## src/rtl/pkt_rx_reader.sv

```systemverilog
// MAC receive-side reader: pulls frames with a credit-limited read enable, checks framing,
// flags oversize frames and forwards words through a 2-entry FIFO with statistics.
module pkt_rx_reader #(
   parameter int unsigned MAX_WORDS = 190,
   parameter int unsigned CNT_W     = 32
) (
   input  logic             clk_156m25,
   input  logic             reset_156m25_n,
   input  logic             pkt_rx_avail,
   output logic             pkt_rx_ren,
   input  logic [63:0]      pkt_rx_data,
   input  logic             pkt_rx_val,
   input  logic             pkt_rx_sop,
   input  logic             pkt_rx_eop,
   input  logic [2:0]       pkt_rx_mod,
   input  logic             pkt_rx_err,
   output logic [63:0]      out_data,
   output logic             out_val,
   output logic             out_sop,
   output logic             out_eop,
   output logic [2:0]       out_mod,
   output logic             out_err,
   input  logic             out_ready,
   output logic [CNT_W-1:0] frame_cnt,
   output logic [CNT_W-1:0] err_cnt,
   output logic [CNT_W-1:0] framing_err_cnt,
   output logic [CNT_W-1:0] byte_cnt
);

   localparam int unsigned WC_W = $clog2(MAX_WORDS + 2);

   typedef enum logic [1:0] {StIdle, StRead, StGap} state_e;

   typedef struct packed {
      logic [63:0] data;
      logic        sop;
      logic        eop;
      logic [2:0]  mod;
      logic        err;
   } word_t;

   state_e            state_q, state_d;
   logic              ren_q, ren_d;
   logic              in_frame_q, in_frame_d;
   logic              over_q, over_d;
   logic [WC_W-1:0]   wc_q, wc_d;
   word_t             mem_q [2];
   word_t             mem_d [2];
   logic              wr_ptr_q, wr_ptr_d;
   logic              rd_ptr_q, rd_ptr_d;
   logic [1:0]        cnt_q, cnt_d;
   logic [CNT_W-1:0]  frame_cnt_q, frame_cnt_d;
   logic [CNT_W-1:0]  err_cnt_q, err_cnt_d;
   logic [CNT_W-1:0]  ferr_cnt_q, ferr_cnt_d;
   logic [CNT_W-1:0]  byte_cnt_q, byte_cnt_d;

   logic              push, pop, framing;
   logic [WC_W-1:0]   wc_new;
   logic              over_new;
   word_t             in_word;

   always_comb begin
      state_d     = state_q;
      ren_d       = ren_q;
      in_frame_d  = in_frame_q;
      over_d      = over_q;
      wc_d        = wc_q;
      mem_d       = mem_q;
      wr_ptr_d    = wr_ptr_q;
      rd_ptr_d    = rd_ptr_q;
      cnt_d       = cnt_q;
      frame_cnt_d = frame_cnt_q;
      err_cnt_d   = err_cnt_q;
      ferr_cnt_d  = ferr_cnt_q;
      byte_cnt_d  = byte_cnt_q;
      push        = 1'b0;
      framing     = 1'b0;
      pop         = (cnt_q != 2'd0) && out_ready;

      // Words only belong to a frame while reading; anything else is a protocol violation.
      if (pkt_rx_val) begin
         if (state_q != StRead) begin
            framing = 1'b1;
         end else if (!in_frame_q) begin
            push    = pkt_rx_sop;
            framing = !pkt_rx_sop;
         end else begin
            push    = 1'b1;
            framing = pkt_rx_sop;
         end
      end

      wc_new   = pkt_rx_sop ? WC_W'(1) : (over_q ? wc_q : wc_q + WC_W'(1));
      over_new = (!pkt_rx_sop && over_q) || (wc_new > WC_W'(MAX_WORDS));

      in_word.data = pkt_rx_data;
      in_word.sop  = pkt_rx_sop;
      in_word.eop  = pkt_rx_eop;
      in_word.mod  = pkt_rx_eop ? pkt_rx_mod : 3'd0;
      in_word.err  = pkt_rx_eop && (pkt_rx_err || over_new);

      if (framing) begin
         ferr_cnt_d = ferr_cnt_q + CNT_W'(1);
      end

      if (push) begin
         mem_d[wr_ptr_q] = in_word;
         wr_ptr_d        = !wr_ptr_q;
         wc_d            = wc_new;
         if (pkt_rx_eop && (pkt_rx_mod != 3'd0)) begin
            byte_cnt_d = byte_cnt_q + CNT_W'(pkt_rx_mod);
         end else begin
            byte_cnt_d = byte_cnt_q + CNT_W'(8);
         end
         if (pkt_rx_eop) begin
            in_frame_d = 1'b0;
            over_d     = 1'b0;
            if (in_word.err) begin
               err_cnt_d = err_cnt_q + CNT_W'(1);
            end else begin
               frame_cnt_d = frame_cnt_q + CNT_W'(1);
            end
         end else begin
            in_frame_d = 1'b1;
            over_d     = over_new;
         end
      end

      if (pop) begin
         rd_ptr_d = !rd_ptr_q;
      end
      cnt_d = cnt_q + {1'b0, push} - {1'b0, pop};

      unique case (state_q)
         StIdle: begin
            ren_d = 1'b0;
            if (pkt_rx_avail && (cnt_q == 2'd0)) begin
               state_d = StRead;
               ren_d   = 1'b1;
            end
         end
         StRead: begin
            if (push && pkt_rx_eop) begin
               state_d = StGap;
               ren_d   = 1'b0;
            end else begin
               // One slot must stay free for every read still in flight.
               ren_d = ({1'b0, cnt_d} + {2'b00, ren_q}) <= 3'd1;
            end
         end
         StGap: begin
            ren_d   = 1'b0;
            state_d = StIdle;
         end
         default: begin
            ren_d   = 1'b0;
            state_d = StIdle;
         end
      endcase
   end

   always_ff @(posedge clk_156m25 or negedge reset_156m25_n) begin
      if (!reset_156m25_n) begin
         state_q     <= StIdle;
         ren_q       <= 1'b0;
         in_frame_q  <= 1'b0;
         over_q      <= 1'b0;
         wc_q        <= '0;
         mem_q[0]    <= '0;
         mem_q[1]    <= '0;
         wr_ptr_q    <= 1'b0;
         rd_ptr_q    <= 1'b0;
         cnt_q       <= 2'd0;
         frame_cnt_q <= '0;
         err_cnt_q   <= '0;
         ferr_cnt_q  <= '0;
         byte_cnt_q  <= '0;
      end else begin
         state_q     <= state_d;
         ren_q       <= ren_d;
         in_frame_q  <= in_frame_d;
         over_q      <= over_d;
         wc_q        <= wc_d;
         mem_q       <= mem_d;
         wr_ptr_q    <= wr_ptr_d;
         rd_ptr_q    <= rd_ptr_d;
         cnt_q       <= cnt_d;
         frame_cnt_q <= frame_cnt_d;
         err_cnt_q   <= err_cnt_d;
         ferr_cnt_q  <= ferr_cnt_d;
         byte_cnt_q  <= byte_cnt_d;
      end
   end

   assign pkt_rx_ren      = ren_q;
   assign out_val         = (cnt_q != 2'd0);
   assign out_data        = mem_q[rd_ptr_q].data;
   assign out_sop         = mem_q[rd_ptr_q].sop;
   assign out_eop         = mem_q[rd_ptr_q].eop;
   assign out_mod         = mem_q[rd_ptr_q].mod;
   assign out_err         = mem_q[rd_ptr_q].err;
   assign frame_cnt       = frame_cnt_q;
   assign err_cnt         = err_cnt_q;
   assign framing_err_cnt = ferr_cnt_q;
   assign byte_cnt        = byte_cnt_q;

endmodule
```

## config.mk

```make
export PLATFORM = sky130hd
export DESIGN_NAME = pkt_rx_reader
export DESIGN_NICKNAME = d
export VERILOG_FILES = /design/src/rtl/pkt_rx_reader.sv
export SDC_FILE = /design/constraint.sdc
export NUM_CORES = 1
export LEC_CHECK = 0
export CORE_MARGIN = 3
export CORE_UTILIZATION = 29
export CTS_BUF_LIST = sky130_fd_sc_hd__clkbuf_4 sky130_fd_sc_hd__clkbuf_8
export DETAILED_ROUTE_END_ITERATION = 16
export GPL_ROUTABILITY_DRIVEN = 0
export GPL_TIMING_DRIVEN = 0
export MAX_ROUTING_LAYER = met4
export PLACE_DENSITY = 0.6
export SLEW_MARGIN = 5
export SYNTH_ARGS = -nofsm -noshare
export SYNTH_HDL_FRONTEND = slang
export SYNTH_SLANG_ARGS = --single-unit
```

## constraint.sdc

```tcl
create_clock -name clk_156m25 -period 2.7 [get_ports clk_156m25]
set_input_delay 0.54 -clock clk_156m25 [delete_from_list [all_inputs] [get_ports clk_156m25]]
set_output_delay 0.54 -clock clk_156m25 [all_outputs]
set_load 0.1 [all_outputs]
```

Yosys cells after proc, flatten, opt, wreduce, memory -nomap -nowiden
Index checks and enable logic that the tools add are counted.
Operators by class
  add/sub/neg operators: 9
  magnitude comparators: 5
  equality and inequality tests: 4
  mux-type cells: 24
  bitwise operators: 3
  reductions and logical operators: 19
Operators by type and width (count)
  two-way mux 70 bit: 4
  bitwise mux 140 bit: 1
  adder 32 x 1 -> 32 bit (second input constant): 3
  demux 70 bit (select 1 bit): 1
  adder 32 x 3 -> 32 bit: 1
  adder 32 x 4 -> 32 bit (second input constant): 1
  two-way mux 32 bit: 1
  two-way mux 8 bit: 2
  two-way mux 1 bit: 10
  adder 8 x 1 -> 8 bit (second input constant): 1
  > comparator 8 bit (second input constant): 1
  logical AND 1 bit: 7
  AND reduction 3 bit: 2
  >= comparator 2 bit (second input constant): 2
  logical NOT 2 bit: 2
  two-way mux 2 bit: 2
  inequality test 2 bit (second input constant): 2
  inverter 1 -> 2 bit: 2
  one-hot mux 2 bit (2 select lines): 1
  adder 2 x 1 -> 3 bit: 1
  <= comparator 3 x 1 -> 1 bit (second input constant): 1
  logical NOT 1 bit: 3
  two-way mux 3 bit: 1
  nonzero test 3 bit: 1
  10 further kinds: 11
Word-level totals
  register bits: 285
  input bits: 75
  word-level logic and storage cells: 86

Longest topological paths before layout
  depth after elaboration: 9
  depth in mapped cells: 15

Worst setup path after synthesis
Ideal clock, no wire load.
  path type: input port to flip-flop
  start: in pkt_rx_sop
  end: reg ren_q (netlist: pkt_rx_ren)
  data arrival time: 3.162 ns
  data required time: 2.629 ns
  path slack: -0.533 ns
  stages on the path: 15
  buffers on the path: 4
  cell sequence: clkbuf_1 inv_1 ha_1 and3b_1 clkbuf_1 inv_1 clkbuf_1 clkbuf_1 ha_1 inv_1 ha_1 xnor2_1 xnor2_1 o31a_1 nor2_1
On the way
  word-level cells in the longest chain between the ends: 9
  elaborated cells between the ends (all ways): 10
  those cells by class: 3 x add/sub; 1 x order compare; 5 x mux; 1 x reduce/logical
Ends and longest elaborated chain
  start: declaration: line 13  | input logic pkt_rx_sop,
  two-way mux 1 bit: line 84  | end else if (!in_frame_q) begin
  two-way mux 1 bit: line 82  | if (state_q != StRead) begin
  two-way mux 1 bit: line 81  | if (pkt_rx_val) begin
  adder 2 x 1 -> 2 bit: line 132  | cnt_d = cnt_q + {1'b0, push} - {1'b0, pop};
  subtractor 2 x 1 -> 2 bit: line 132
  net cnt_d[1]: line 51  | logic [1:0] cnt_q, cnt_d;
  adder 2 x 1 -> 3 bit: line 148  | ren_d = ({1'b0, cnt_d} + {2'b00, ren_q}) <= 3'd1;
  <= comparator 3 x 1 -> 1 bit: line 148
  two-way mux 1 bit: line 143  | if (push && pkt_rx_eop) begin
  one-hot mux 1 bit (2 select lines): line 134  | unique case (state_q)
  net ren_d: line 43  | logic ren_q, ren_d;
  end signal: assignment: line 180  | ren_q <= ren_d;
  end: declaration: line 43
The timed path passes the listed nets, and every way through them passes these cells.
A chain may end at the register's enable or synchronous reset.

Final worst setup path
  start: reg wc_q[1]
  end: reg err_cnt_q[14] (netlist: err_cnt[14])
On the way
  word-level cells in the longest chain between the ends: 8
Ends and longest elaborated chain
  start: declaration: line 46  | logic [WC_W-1:0] wc_q, wc_d;
  start signal: assignment: line 183  | wc_q <= wc_d;
  adder 8 x 1 -> 8 bit: line 93  | wc_new = pkt_rx_sop ? WC_W'(1) : (over_q ? wc_q : wc_q + WC_W'(1));
  two-way mux 8 bit (*) (2 in a row): line 93
  > comparator 8 bit (*): line 94  | over_new = (!pkt_rx_sop && over_q) || (wc_new > WC_W'(MAX_WORDS));
  logical OR 1 bit (*): line 94
  logical OR 1 bit (*): line 100  | in_word.err = pkt_rx_eop && (pkt_rx_err || over_new);
  logical AND 1 bit (*): line 100
  AND reduction 3 bit (no line) (*)
  end signal: assignment: line 189  | err_cnt_q <= err_cnt_d;
  end: declaration: line 53  | logic [CNT_W-1:0] err_cnt_q, err_cnt_d;
Every way passes the cells marked *; elsewhere a longest branch is shown, timed or not.

==> flow_metrics.env <==
export IMPL_nNetsFinal=1592
export IMPL_row_count=76
export IMPL_synth_cell_type_count=51
export IMPL_dpl_hpwl_um=23880
export IMPL_tritoncts="built"
export IMPL_firstDrtPassIters=4
export IMPL_initial_core_util_pct=29.49
export IMPL_final_layout_size_suffix_gt1_share_pct=27.19
export IMPL_layout_commonest_cell="nand2_1"
export IMPL_holdWs_ps=343.9
export IMPL_track_usage_pct=15.27
export IMPL_synth_xor_area_share_pct=8.738
export IMPL_ir_drop_mv=1.063
export IMPL_period_needed_ps=2762
export IMPL_fillCellCount=4325
export IMPL_holdPathStages=3
export IMPL_syn_area_per_cell_sq_um=11.07
export IMPL_failed_checks="negative setup slack"
export IMPL_hold_class="input port to flop"
export IMPL_synth_compound_area_share_pct=2.438
export IMPL_drcViolationCount=0
export IMPL_p_int_uw=11120
export IMPL_rsz0062_at_grt="true"
export IMPL_antennaDiodeCount=0
export IMPL_finalWorstSetupSlack_ps=-62.22
export IMPL_io_pins=275
export IMPL_worstHoldStart="pkt_rx_sop"
export IMPL_finalSetupTns_ps=-175.0
export IMPL_finalMaxSlewViolations=0
export IMPL_clk_pin_slew_worst_paths_ps=60
export IMPL_report_final_hold_viol_count=0
export IMPL_async_flop_share_pct=100.0
export IMPL_design_core_area_sq_um=43170
export IMPL_min_period_over_period_pct=102.3
export IMPL_cp_cell_sequence="ha_4 -> inv_2 -> o31a_1 -> or4_4 -> o211a_4 -> or4_4 -> buf_8 -> buf_12 -> nor3_4 -> xnor2_1"
export IMPL_critical_path_class="flop to flop"
export IMPL_p_clk_share_pct=18.8
export IMPL_synth_simple_area_share_pct=16.99
export IMPL_critPathSlowestCell="or4_4"
export IMPL_synth_edff_count=0
export IMPL_ys_warn_count=0
export IMPL_htreeDepth=2
export IMPL_seq_power_share_pct=27.7
export IMPL_synthMuxAreaShare_pct=12.54
export IMPL_dp_cells=2011
export IMPL_worst_path_most_repeated_cell="or4_4"
export IMPL_cp_start_kind="flop"
export IMPL_reg2reg_slack_ps=-60
export IMPL_relSlewSlack_pct=30.43
export IMPL_crit_required_ps=3230
export IMPL_fmax_mhz=362.0
export IMPL_die_h_um=215.5
export IMPL_clockBufferDepth=3
export IMPL_grt_pass1_vias=9941
export IMPL_dpl_instance_area_sq_um=16350
export IMPL_fin_util_pct=40.83
export IMPL_drt_iter0_markers=510
export IMPL_final_cell_mix="nand2_1 (281), dfrtp_1 (260), mux2_2 (140)"
export IMPL_synth_nets=1237
export IMPL_synth_top_area_share_pct=56.03
export IMPL_critPathTopFamily="simple AND/OR/NAND/NOR gates"
export IMPL_synthAdderAreaFrac_pct=1.238
export IMPL_powerDensity_nw_per_um2=1278
export IMPL_critPathMaxStageDelay_ps=500
export IMPL_holdPathEnd="wc_q[3]"
export IMPL_r2r_cells=10
export IMPL_reg2reg_to="err_cnt[14]"
export IMPL_ys_seq_area_share_pct=56.03
export IMPL_fin_area_sq_um=17630
export IMPL_synth_flop_cell="dfrtp_1"
export IMPL_cts_buffers_inserted=52
export IMPL_antenna_found_initial=0
export IMPL_netlist_top_cells_area="dfrtp_1 (56%), mux2_2 (12%), nand2_1 (8.3%)"
export IMPL_switching_power_uw=11400
export IMPL_status="finished with violations"
export IMPL_stdcell_count=2126
export IMPL_grt_max_degree=109
export IMPL_cap_violations=0
export IMPL_finalSetupViolCount=6
export IMPL_ys_ff_latch=285
export IMPL_syn_cell_area_sq_um=12730
export IMPL_clock_skew_final_ps=14.38
export IMPL_io_buffers=274
export IMPL_grt_pass1_wl_um=55530
export IMPL_dieArea_sq_um=46440
export IMPL_swShare_pct=50.63
export IMPL_combPwrFrac_pct=53.4
export IMPL_syn2layout_area_growth_pct=38.46
export IMPL_end_kind="flop"
export IMPL_yosys_area_top_type="dfrtp_1"
export IMPL_wire_per_inst_um=16.22
export IMPL_critPathArrivalTime_ps=3290
export IMPL_routed_wl_um=34480
export IMPL_viasPerCell=4.483
export IMPL_tightestPinTransition_ps=1048
export IMPL_synth_top_family_by_area="simple AND/OR/NAND/NOR gates"
export IMPL_worstReg2RegStart="wc_q[1]"
export IMPL_path_buf_inv=3
export IMPL_root_buffer="clkbuf_8"
export IMPL_vias=9531
export IMPL_clk_latency_ps=600
export IMPL_p_leak_uw=0.008712
export IMPL_final_antenna_net_count=0
export IMPL_cts_sinks=285
export IMPL_syn_inst=1150
export IMPL_path_max_fanout=5
export IMPL_die_w_um=215.5
export IMPL_overflow=0
[cell usage after synthesis (2+ instances only)]
| cell | count |
|---|---|
| a21o_1 | 3 |
| nand4_1 | 25 |
| o21ai_0 | 16 |
| o31a_1 | 2 |
| nor2_1 | 40 |
| buf_2 | 2 |
| nand3_1 | 35 |
| and4_1 | 6 |
| and3_1 | 16 |
| buf_6 | 2 |
| or4_4 | 3 |
| buf_1 | 3 |
| o22ai_1 | 2 |
| inv_1 | 22 |
| nand2b_1 | 4 |
| or2_2 | 2 |
| o31ai_1 | 3 |
| nor4_1 | 10 |
| mux2i_1 | 2 |
| and2_1 | 7 |
| a21oi_1 | 10 |
| a21boi_1 | 2 |
| xor2_1 | 43 |
| nor3_1 | 21 |
| and3b_1 | 2 |
| nor3_2 | 5 |
| a211oi_1 | 2 |
| nand4b_1 | 2 |
| dfrtp_1 | 285 |
| nand2_1 | 281 |
| nor2b_1 | 5 |
| or3_1 | 2 |
| xnor2_1 | 84 |
| mux2_2 | 140 |
| ha_1 | 11 |
| clkbuf_1 | 35 |
[kinds of logic (layout without fill, tap and decap cells)]
group           count (synthesis)  count (layout)
buf+inv                        64             455
compound gates                 47              47
simple gates                  473             473
mux                           142             142
flops                         285             285
fa+ha+maj                      12              12
xor+xnor                      127             127
[worst max path at each step]
stage                   startpoint       endpoint  slack (ps)  cells past startpoint
floorplan                  wc_q[0]    err_cnt[26]         -40                      9
global placement    reset_156m25_n   frame_cnt[4]      -13700                      1
detailed placement      pkt_rx_sop  frame_cnt[30]       -1230                     12
CTS                        wc_q[1]     err_cnt[4]        -110                     10
global route               wc_q[0]    err_cnt[14]        -150                     10
finish                     wc_q[1]    err_cnt[14]         -60                     10
[state kept, by name (all words and copies together) (netlist names), 2 cells and up]
signal and count:
mem_q 140, byte_cnt 32, err_cnt 32, frame_cnt 32, framing_err_cnt 32, wc_q 8
cnt_q 2, state_q 2
[power groups by stage]
stage / Combinational [uW] / Sequential, uW / Clock, uW
2_1_floorplan: 8640 / 7070 / 0
3_5_place_dp: 12200 / 6300 / 0
5_1_grt: 12600 / 6420 / 4640
4_1_cts: 11800 / 6250 / 4450
3_3_place_gp: 12100 / 6240 / 0
6_report: 12000 / 6250 / 4240
[per-stage QoR]
stage	total power (uW)	setup slack (ps)
after floorplan	15710	-44.91
after global placement	18330	-13700
after detailed placement	18450	-1230
after CTS	22510	-112.6
after global routing	23650	-149.7
final	22530	-62.22
[worst register-to-register path: stages, from the launching register on]
cell	delay, ps
dfrtp_1	410
ha_4	280
inv_2	30
o31a_1	220
or4_4	430
o211a_4	250
or4_4	500
buf_8	150
buf_12	140
nor3_4	170
xnor2_1	130
[what timing repair did]
item,4_1_cts,5_1_grt
resized for setup,579,53
setup buffers,14,13
endpoints found under the hold margin,57,0
setup endpoints to repair,360,155
pin swaps,14,19
hold buffers,1,0
[metal layers]
layer	track usage, %	vias up	wire length [um]
met2	23.24	252	15810
met3	4.942	51	2344
met5	-	-	0
li1	-	4594	-
met4	4.032	0	701
met1	19.75	4634	15620
[layout make-up]
| class | instances | area [sq um] | area share [%] |
|---|---|---|---|
| buffer | 39 | 259.0 | 1.469 |
| clock buffer | 81 | 1002 | 5.686 |
| clock inverter | 9 | 76.32 | 0.4330 |
| inverter | 22 | 82.58 | 0.4685 |
| multi-input combinational | 801 | 5594 | 31.74 |
| sequential | 285 | 7171 | 40.68 |
| tap | 585 | 732.0 | 4.153 |
| timing repair buffer | 304 | 2709 | 15.37 |
No activity file was read; power rests on OpenSTA's default activity.
